$ cat src/rtl/level_display.sv
// level_display: four-digit multiplexed seven-segment driver for the
// output-level ratio readout. Digits are snapshotted into shadow registers
// at a fixed update rate and scanned one slot at a time with a dead cycle
// at the start of each slot.
module level_display #(
    parameter int SCAN_DIV   = 48,
    parameter int UPDATE_DIV = 12000,
    parameter int DP_POS     = 3
) (
    input  logic       clk_48,
    input  logic       reset,
    input  logic [3:0] num3,
    input  logic [3:0] num2,
    input  logic [3:0] num1,
    input  logic [3:0] num0,
    input  logic       hold,
    output logic [6:0] seg,
    output logic       dp,
    output logic [3:0] an
);

    localparam int SW = (SCAN_DIV > 1) ? $clog2(SCAN_DIV) : 1;
    localparam int UW = (UPDATE_DIV > 1) ? $clog2(UPDATE_DIV) : 1;
    localparam logic [SW-1:0] SCAN_LAST = SW'(SCAN_DIV - 1);
    localparam logic [UW-1:0] UPD_LAST  = UW'(UPDATE_DIV - 1);
    localparam logic [1:0]    DP_IDX    = 2'(DP_POS);

    logic [SW-1:0] scan_cnt;
    logic [UW-1:0] upd_cnt;
    logic [1:0]    idx;
    logic [3:0]    sh [4];
    logic [3:0]    blank;
    logic [3:0]    cur;
    logic          higher_zero;
    logic [1:0]    pos;

    function automatic logic [6:0] decode(input logic [3:0] d);
        logic [6:0] s;
        case (d)
            4'd0:    s = 7'b1000000;
            4'd1:    s = 7'b1111001;
            4'd2:    s = 7'b0100100;
            4'd3:    s = 7'b0110000;
            4'd4:    s = 7'b0011001;
            4'd5:    s = 7'b0010010;
            4'd6:    s = 7'b0000010;
            4'd7:    s = 7'b1111000;
            4'd8:    s = 7'b0000000;
            4'd9:    s = 7'b0010000;
            default: s = 7'b0111111;
        endcase
        return s;
    endfunction

    // Snapshot counter and shadow registers; hold only matters on the snapshot cycle
    always_ff @(posedge clk_48) begin
        if (reset) begin
            upd_cnt <= '0;
            for (int unsigned i = 0; i < 4; i++) begin
                sh[i] <= '0;
            end
        end else begin
            if (upd_cnt == UPD_LAST) begin
                upd_cnt <= '0;
            end else begin
                upd_cnt <= upd_cnt + 1'b1;
            end
            if (upd_cnt == UPD_LAST && !hold) begin
                sh[3] <= num3;
                sh[2] <= num2;
                sh[1] <= num1;
                sh[0] <= num0;
            end
        end
    end

    // Slot position counter and digit index
    always_ff @(posedge clk_48) begin
        if (reset) begin
            scan_cnt <= '0;
            idx      <= '0;
        end else if (scan_cnt == SCAN_LAST) begin
            scan_cnt <= '0;
            idx      <= idx + 2'd1;
        end else begin
            scan_cnt <= scan_cnt + 1'b1;
        end
    end

    // Leading-zero blanking: walk from the top digit down, only left of the decimal point
    always_comb begin
        blank       = '0;
        higher_zero = 1'b1;
        pos         = '0;
        for (int unsigned k = 0; k < 4; k++) begin
            pos = 2'(3 - k);
            if (sh[pos] != 4'd0) begin
                higher_zero = 1'b0;
            end
            if ((3 - int'(k)) > DP_POS && higher_zero) begin
                blank[pos] = 1'b1;
            end
        end
        cur = sh[idx];
    end

    // Registered display outputs; slot position 0 is dead time
    always_ff @(posedge clk_48) begin
        if (reset) begin
            an  <= '1;
            seg <= '1;
            dp  <= 1'b1;
        end else if (scan_cnt == '0) begin
            an  <= '1;
            seg <= '1;
            dp  <= 1'b1;
        end else begin
            an  <= ~(4'b0001 << idx);
            seg <= blank[idx] ? 7'b1111111 : decode(cur);
            dp  <= (idx == DP_IDX) ? 1'b0 : 1'b1;
        end
    end

endmodule

$ cat config.mk
export PLATFORM = sky130hd
export DESIGN_NAME = level_display
export DESIGN_NICKNAME = d
export VERILOG_FILES = /design/src/rtl/level_display.sv
export SDC_FILE = /design/constraint.sdc
export NUM_CORES = 1
export LEC_CHECK = 0
export BUFFER_PORTS_ARGS = -buffer_cell sky130_fd_sc_hd__buf_2
export CORE_MARGIN = 4
export CORE_UTILIZATION = 47
export DETAILED_ROUTE_END_ITERATION = 10
export MAX_ROUTING_LAYER = met4
export PLACE_DENSITY = 0.64
export SKIP_CTS_REPAIR_TIMING = 1
export SLEW_MARGIN = 10
export SYNTH_ARGS = -nofsm -noshare
export SYNTH_HDL_FRONTEND = slang
export SYNTH_SLANG_ARGS = --single-unit
$ cat constraint.sdc
create_clock -name clk_48 -period 7 [get_ports clk_48]
set_input_delay 1.4 -clock clk_48 [delete_from_list [all_inputs] [get_ports clk_48]]
set_output_delay 1.4 -clock clk_48 [all_outputs]
set_load 0.005 [all_outputs]
==> results.sh, run 1 <==
export IMPL_run_status="completed"
export IMPL_synth_area_leaders="dfxtp_1, edfxtp_1, ha_1"
export IMPL_fin_crit_sh=0.3133
export IMPL_final_common_cell="dfxtp_1"
export IMPL_ant_nets=0
export IMPL_hold_viol_final=0
export IMPL_stdcell_count=285
export IMPL_vdd_drop_max_mv=0.1021
export IMPL_drive_gt1_frac=0.2489
export IMPL_grt_use_total=0.1311
export IMPL_area_growth_pct=12.61
export IMPL_power_density_nw_per_um2=213.3
export IMPL_crit_slowest_cell="or4_4"
export IMPL_start_kind="flop"
export IMPL_synth_cells=200
export IMPL_hpwl_mm=2.415
export IMPL_min_path_type="reg2reg"
export IMPL_finalSetupViolCount=0
export IMPL_synth_top_area_frac=0.3166
export IMPL_wl_per_cell_um=11.38
export IMPL_max_stage_delay_ns=0.57
export IMPL_drc=0
export IMPL_fmax_mhz=456.0
export IMPL_end_kind="flop"
export IMPL_netlist_area_um2=2213
export IMPL_rows=24
export IMPL_fin_skew_ns=0.007964
export IMPL_gp_congestion=0.7709
export IMPL_initial_core_util=0.4980
export IMPL_cts_tree="yes"
export IMPL_intPower_uw=421.2
export IMPL_netSwitchingFraction=0.2078
export IMPL_grt_antenna_before_repair=0
export IMPL_routed_via_density=4.765
export IMPL_cp_max_fo=16
export IMPL_clk_insertion_delay_late_ns=0.30
export IMPL_syn_nets=232
export IMPL_cts_sinks=51
export IMPL_dp_cells=277
export IMPL_rsz0062_at_grt="no"
export IMPL_num_antenna_cells=0
export IMPL_wl_mm=3.242
export IMPL_p_leak_nw=0.9590
export IMPL_first_iter_violations=51
export IMPL_final_nets=264
export IMPL_clockBufferDepth=2
export IMPL_fin_area_um2=2492
export IMPL_grt_overflow=0
export IMPL_grt_pass1_vias=1313
export IMPL_pwr_share_clk=0.343
export IMPL_p_comb_frac=0.058
export IMPL_slew_headroom=0.6982
export IMPL_synth_distinct_cells=30
export IMPL_portBuffers=30
export IMPL_ys_seq_area_frac=0.5336
export IMPL_yosys_register_bits=51
export IMPL_synth_area_per_cell_um2=11.07
export IMPL_worst_pin_slew_ns=0.4517
export IMPL_drv_slew=0
export IMPL_power_frac_seq=0.599
export IMPL_cap_violations=0
export IMPL_place_area_um2=2391
export IMPL_synth_top_area_cell="dfxtp_1"
export IMPL_core_um2=4444
export IMPL_ys_warn_count=0
export IMPL_critical_path_arrival_ns=2.37
export IMPL_clockRootBuffer="clkbuf_8"
export IMPL_drt_pass1_iter_count=4
export IMPL_power_switching_uw=110.5
export IMPL_reg2reg_setup_slack_ns=4.81
export IMPL_vias=1358
export IMPL_final_cell_mix="dfxtp_1, buf_2, nor2_1, edfxtp_1"
export IMPL_worstSetupPathType="reg2reg"
export IMPL_clk_pin_slew_ns=0.09
export IMPL_worst_ep_required_time_ns=7.17
export IMPL_grt_max_degree=17
export IMPL_grt_pass1_wl_mm=5.871
export IMPL_htree_levels=2
export IMPL_final_core_util=0.5608
export IMPL_finalPower_uw=531.7
export IMPL_cp_cell_sequence="or4b_1 > or4_4 > nor3_4 > and2_2"
export IMPL_cts_made_buffers=5
export IMPL_fin_tns_setup_ns=0
export IMPL_die_h_um=76.63
export IMPL_finalWorstPathRequiredPeriod_ns=2.193
export IMPL_dieArea_um2=5871
export IMPL_ioPinCount=31
export IMPL_die_w_um=76.63
-- sequential cells by signal, indices dropped and copies added, names as in the netlist, named ones only --
name,flops
an,3
dp,1
idx,2
scan_cnt,6
seg,7
sh,16
upd_cnt,14
-- cell type report --
type / count / area (um2)
clock buffers: 8 / 101.3
repair buffers: 31 / 157.7
well taps: 52 / 65.06
flip-flops and latches: 51 / 1181
inverters: 11 / 41.29
multi-input cells: 132 / 945.9
fillers: 396 / 1952
-- routing by layer --
layer / vias to the layer above / wire length, um / GRT usage
li1: 733 / - / -
met1: 588 / 1602 / 0.1619
met2: 32 / 1386 / 0.1872
met3: 5 / 210 / 0.05319
met4: 0 / 43 / 0.05978
met5: - / 0 / -
-- power groups by stage --
stage               clock (mW)  sequential, mW  combinational [mW]
finish                   0.182           0.319              0.0308
CTS                      0.190           0.319              0.0316
floorplan                    0           0.325              0.0181
global route             0.204           0.320              0.0356
detailed placement           0           0.326              0.0314
global placement             0           0.325              0.0311
-- cell usage after synthesis (all sizes together) --
cell type,n
clkbuf,2
nand2b,1
nor3,5
or4,1
mux2,1
a21oi,3
nor3b,1
dfxtp,35
mux4,4
buf,4
mux2i,4
or2,1
or4b,1
nor4,4
and2,17
nand4,3
o21bai,1
nand3,7
edfxtp,16
or2b,1
ha,13
o21ai,6
xnor2,13
inv,11
nand2,13
xor2,4
nor2,28
-- through the flow --
stage               setup WS, ns  hold slack [ns]
floorplan                  4.328           0.4296
global placement           4.589           0.4464
detailed placement         4.546           0.4563
CTS                        4.775           0.4773
global route               4.657           0.5008
finish                     4.807           0.4732
-- critical path, delay by kind of cell (launching register included) --
kind / cells / cell delay (ns)
simple gates: 4 / 1.67
flops: 1 / 0.38
-- final timing paths --
check	start	endpoint	depth (start not counted)
min reg2reg	scan_cnt[0]$_SDFF_PP0_	scan_cnt[0]$_SDFF_PP0_	1
max	upd_cnt[5]$_SDFF_PP0_	sh[1][3]$_SDFFCE_PN0P_	4
max reg2reg	upd_cnt[5]$_SDFF_PP0_	sh[1][3]$_SDFFCE_PN0P_	4
min	scan_cnt[0]$_SDFF_PP0_	scan_cnt[0]$_SDFF_PP0_	1
-- cell families (layout without fill, tap and decap cells) --
kind of cell	count (synthesis)	in the layout	share of synthesized area
buffers and inverters	17	50	0.03900
muxes	9	9	0.06388
xor gates and xnor gates	17	17	0.06727
AOI/OAI and AO/OA	10	10	0.02374
adders and majority gates	13	13	0.07349
and+or+nand+nor	83	83	0.1990
DFF	51	51	0.5336
Power figures use the tool's default switching activity.
==> run 2, diff against run 1 <==
- clock period: 7 -> 2.07 ns (I/O delays scaled with it)
==> results.sh, run 2 (synthesized netlist as in run 1, its figures left out) <==
export IMPL_grt_pass1_vias=1283
export IMPL_vdd_drop_max_mv=0.4232
export IMPL_end_kind="flop"
export IMPL_dieArea_um2=5871
export IMPL_critical_path_arrival_ns=1.98
export IMPL_hpwl_mm=2.358
export IMPL_fin_crit_sh=0.9527
export IMPL_place_area_um2=2500
export IMPL_clk_pin_slew_ns=0.08
export IMPL_max_stage_delay_ns=0.52
export IMPL_cts_made_buffers=5
export IMPL_slew_headroom=0.6961
export IMPL_finalWorstPathRequiredPeriod_ns=1.972
export IMPL_routed_via_density=4.693
export IMPL_crit_slowest_cell="or4b_1"
export IMPL_power_density_nw_per_um2=665.1
export IMPL_ant_nets=0
export IMPL_vias=1375
export IMPL_drt_pass1_iter_count=4
export IMPL_largest_reg_flops=16
export IMPL_finalPower_mw=1.716
export IMPL_min_path_type="in2reg"
export IMPL_fin_skew_ns=0.002318
export IMPL_cp_num_buf_inv=1
export IMPL_rsz0062_at_grt="no"
export IMPL_cap_violations=0
export IMPL_portBuffers=30
export IMPL_hold_viol_final=0
export IMPL_final_cell_mix="dfxtp_1, buf_2, nor2_1, edfxtp_1"
export IMPL_area_growth_pct=16.56
export IMPL_fin_area_um2=2580
export IMPL_grt_overflow=0
export IMPL_cp_cell_sequence="or4b_1 > or4_4 > o21bai_4 > buf_12"
export IMPL_htree_levels=2
export IMPL_setup_ws_ns=0.09781
export IMPL_drv_slew=0
export IMPL_ioPinCount=31
export IMPL_gp_congestion=0.7709
export IMPL_cts_tree="yes"
export IMPL_finalSetupViolCount=0
export IMPL_rows=24
export IMPL_dp_cells=285
export IMPL_clockBufferDepth=2
export IMPL_final_nets=272
export IMPL_initial_core_util=0.4980
export IMPL_core_um2=4444
export IMPL_die_h_um=76.63
export IMPL_p_leak_nw=1.005
export IMPL_grt_pass1_wl_mm=5.713
export IMPL_num_antenna_cells=0
export IMPL_fmax_mhz=507.1
export IMPL_grt_max_degree=17
export IMPL_stdcell_count=293
export IMPL_worst_ep_required_time_ns=2.08
export IMPL_cts_sinks=51
export IMPL_cp_max_fo=16
export IMPL_wl_per_cell_um=10.91
export IMPL_crit_family="simple AND/OR/NAND/NOR gates"
export IMPL_first_iter_violations=58
export IMPL_wl_mm=3.196
export IMPL_clk_insertion_delay_late_ns=0.29
export IMPL_drive_gt1_frac=0.2739
export IMPL_num_fill_cells=391
export IMPL_place_ws_ns=0.1092
export IMPL_fin_tns_setup_ns=0
export IMPL_worst_pin_slew_ns=0.4549
export IMPL_max_flop_register="sh"
export IMPL_worstSetupPathType="reg2reg"
export IMPL_final_common_cell="dfxtp_1"
export IMPL_reg_top3="sh: 16 flops, upd_cnt: 14 flops, seg: 7 flops"
export IMPL_drc=0
export IMPL_start_kind="flop"
export IMPL_run_status="completed"
export IMPL_clockRootBuffer="clkbuf_8"
export IMPL_die_w_um=76.63
export IMPL_grt_antenna_before_repair=0
export IMPL_grt_use_total=0.1241
## run 2: metrics by stage
stage,utilization,hold slack (ns)
after floorplan,-,0.4296
after global placement,0.5625,0.4433
after detailed placement,0.5625,0.4530
after CTS,0.5805,0.3915
after global routing,0.5805,0.3865
final,0.5805,0.3985
## run 2: path summary, 6_finish.rpt
path                         startpoint  slack, ns                     end  depth (start not counted)
setup / recovery  upd_cnt[8]$_SDFF_PP0_        0.1  sh[3][2]$_SDFFCE_PN0P_                          4
hold / removal                  num3[1]       0.40  sh[3][1]$_SDFFCE_PN0P_                          2
setup reg to reg  upd_cnt[8]$_SDFF_PP0_        0.1  sh[3][2]$_SDFFCE_PN0P_                          4
hold reg to reg   upd_cnt[0]$_SDFF_PP0_       0.47   upd_cnt[0]$_SDFF_PP0_                          1
## run 2: area by class of cell
type / count / area, um2 / share of cell area
Timing Repair Buffer: 39 / 255.2 / 0.09893
Clock buffer: 6 / 72.57 / 0.02813
Tap cell: 52 / 65.06 / 0.02522
Clock inverter: 2 / 7.507 / 0.002910
Multi-Input combinational cell: 132 / 957.2 / 0.3710
Sequential cell: 51 / 1181 / 0.4578
Inverter: 11 / 41.29 / 0.01600
## run 2: report_power, final
group	internal (mW)	total, mW	switching [mW]	leakage [nW]
Sequential	1.06	1.08	0.0138	0.449
Combinational	0.0607	0.118	0.0574	0.515
Clock	0.231	0.522	0.291	0.0403
## run 2: metal layers
metal  wire length, um  GRT usage  vias up
met3               168    0.03901        4
li1                  -          -      746
met4                39    0.04891        0
met1              1588     0.1573      591
met2              1400     0.1845       34
met5                 0          -        -
==> run 3, diff against run 2 <==
- RECOVER_POWER: not set -> 25
==> results.sh, run 3 (synthesized netlist as in run 1, its figures left out) <==
export IMPL_grt_pass1_wl_mm=5.713
export IMPL_rsz0062_at_grt="no"
export IMPL_grt_antenna_before_repair=0
export IMPL_cap_violations=0
export IMPL_place_ws_ns=0.1092
export IMPL_first_iter_violations=58
export IMPL_r2r_start="upd_cnt[8]$_SDFF_PP0_"
export IMPL_wl_per_cell_um=10.89
export IMPL_hpwl_mm=2.358
export IMPL_min_path_type="in2reg"
export IMPL_run_status="completed"
export IMPL_grt_max_degree=17
export IMPL_cp_max_fo=16
export IMPL_regArea_um2=1181
export IMPL_setup_ws_ns=0.09924
export IMPL_end_kind="flop"
export IMPL_pwr_share_clk=0.305
export IMPL_critical_path_arrival_ns=1.98
export IMPL_ant_nets=0
export IMPL_fmax_mhz=507.4
export IMPL_max_flop_register="sh"
export IMPL_fin_skew_ns=0.002333
export IMPL_drc=0
export IMPL_intPower_mw=1.351
export IMPL_stdcell_count=293
export IMPL_slew_headroom=0.6960
export IMPL_start_kind="flop"
export IMPL_drt_pass1_iter_count=4
export IMPL_final_core_util=0.5780
export IMPL_power_frac_seq=0.628
export IMPL_ioPinCount=31
export IMPL_multi_input_area_um2=957.2
export IMPL_finalSetupViolCount=0
export IMPL_crit_family="simple AND/OR/NAND/NOR gates"
export IMPL_netSwitchingFraction=0.2115
export IMPL_cp_cell_sequence="or4b_1 > or4_4 > o21bai_4 > buf_12"
export IMPL_worstRegToRegCells=4
export IMPL_finalWorstPathRequiredPeriod_ns=1.971
export IMPL_cts_tree="yes"
export IMPL_htree_levels=2
export IMPL_rr_endpoint="sh[3][2]$_SDFFCE_PN0P_"
export IMPL_initial_core_util=0.4980
export IMPL_hold_viol_final=0
export IMPL_die_w_um=76.63
export IMPL_worst_ep_required_time_ns=2.08
export IMPL_fin_crit_sh=0.9521
export IMPL_worst_path_stages=4
export IMPL_routed_via_density=4.683
export IMPL_drive_gt1_frac=0.2531
export IMPL_num_fill_cells=393
export IMPL_fin_tns_setup_ns=0
export IMPL_die_h_um=76.63
export IMPL_cts_sinks=51
export IMPL_vdd_drop_max_mv=0.4231
export IMPL_crit_slowest_cell="or4b_1"
export IMPL_grt_overflow=0
export IMPL_core_um2=4444
export IMPL_cp_num_buf_inv=1
export IMPL_clockBufferDepth=2
export IMPL_portBuffers=30
export IMPL_finalPower_mw=1.714
export IMPL_clk_pin_slew_ns=0.08
export IMPL_clk_insertion_delay_late_ns=0.29
export IMPL_rows=24
export IMPL_cts_made_buffers=5
export IMPL_grt_use_total=0.1241
export IMPL_dp_cells=285
export IMPL_worst_pin_slew_ns=0.4550
export IMPL_wl_mm=3.191
export IMPL_dieArea_um2=5871
export IMPL_max_stage_delay_ns=0.52
export IMPL_vias=1372
export IMPL_final_common_cell="dfxtp_1"
export IMPL_p_comb_frac=0.067
export IMPL_clockRootBuffer="clkbuf_8"
export IMPL_power_density_nw_per_um2=667.1
export IMPL_final_nets=272
export IMPL_largest_reg_flops=16
export IMPL_power_switching_uw=362.4
export IMPL_num_antenna_cells=0
export IMPL_final_cell_mix="dfxtp_1, nor2_1, buf_2, edfxtp_1"
export IMPL_reg_top3="sh: 16 flops, upd_cnt: 14 flops, seg: 7 flops"
export IMPL_drv_slew=0
export IMPL_worstSetupEndpoint="sh[3][2]$_SDFFCE_PN0P_"
export IMPL_worstSetupPathType="reg2reg"
export IMPL_area_growth_pct=16.05
export IMPL_p_leak_nw=0.9933
export IMPL_gp_congestion=0.7709
export IMPL_cp_startpoint="upd_cnt[8]$_SDFF_PP0_"
export IMPL_reg2reg_setup_slack_ns=0.1
export IMPL_grt_pass1_vias=1283
[run 3: how the worst min path moves through the flow]
stage	start	depth (start not counted)	end	slack, ns
after global placement	upd_cnt[0]$_SDFF_PP0_	1	upd_cnt[0]$_SDFF_PP0_	0.44
after floorplan	upd_cnt[0]$_SDFF_PP0_	1	upd_cnt[0]$_SDFF_PP0_	0.43
after global routing	num3[1]	2	sh[3][1]$_SDFFCE_PN0P_	0.39
final	num3[1]	2	sh[3][1]$_SDFFCE_PN0P_	0.40
after CTS	num3[0]	2	sh[3][0]$_SDFFCE_PN0P_	0.39
after detailed placement	scan_cnt[0]$_SDFF_PP0_	1	scan_cnt[0]$_SDFF_PP0_	0.45
[run 3: per-stage QoR]
step / hold WS [ns] / instance area [um2]
final: 0.3985 / 2569
after global routing: 0.3865 / 2569
after CTS: 0.3915 / 2580
after detailed placement: 0.4530 / 2500
after global placement: 0.4433 / 2500
after floorplan: 0.4296 / 2225
[run 3: final cells by class]
| cell class | count | area share |
|---|---|---|
| repair buffers | 39 | 0.09498 |
| inverters | 11 | 0.01607 |
| well taps | 52 | 0.02533 |
| clock inverters | 2 | 0.002923 |
| multi-input cells | 132 | 0.3726 |
| clock buffers | 6 | 0.02825 |
| flip-flops and latches | 51 | 0.4598 |
[run 3: power by group through the flow]
stage / registers [mW] / clock network (mW) / logic, mW
5_1_grt: 1.08 / 0.593 / 0.133
6_report: 1.08 / 0.522 / 0.116
3_3_place_gp: 1.10 / 0 / 0.119
4_1_cts: 1.08 / 0.551 / 0.121
3_5_place_dp: 1.10 / 0 / 0.120
2_1_floorplan: 1.10 / 0 / 0.0625
[run 3: metal layers]
layer / up-vias / part of all wire / wire length (um) / track usage
met5: - / 0 / 0 / -
met4: 0 / 0.012 / 39 / 0.04891
met3: 4 / 0.053 / 169 / 0.03901
met2: 32 / 0.44 / 1391 / 0.1845
met1: 590 / 0.50 / 1590 / 0.1573
li1: 746 / - / - / -
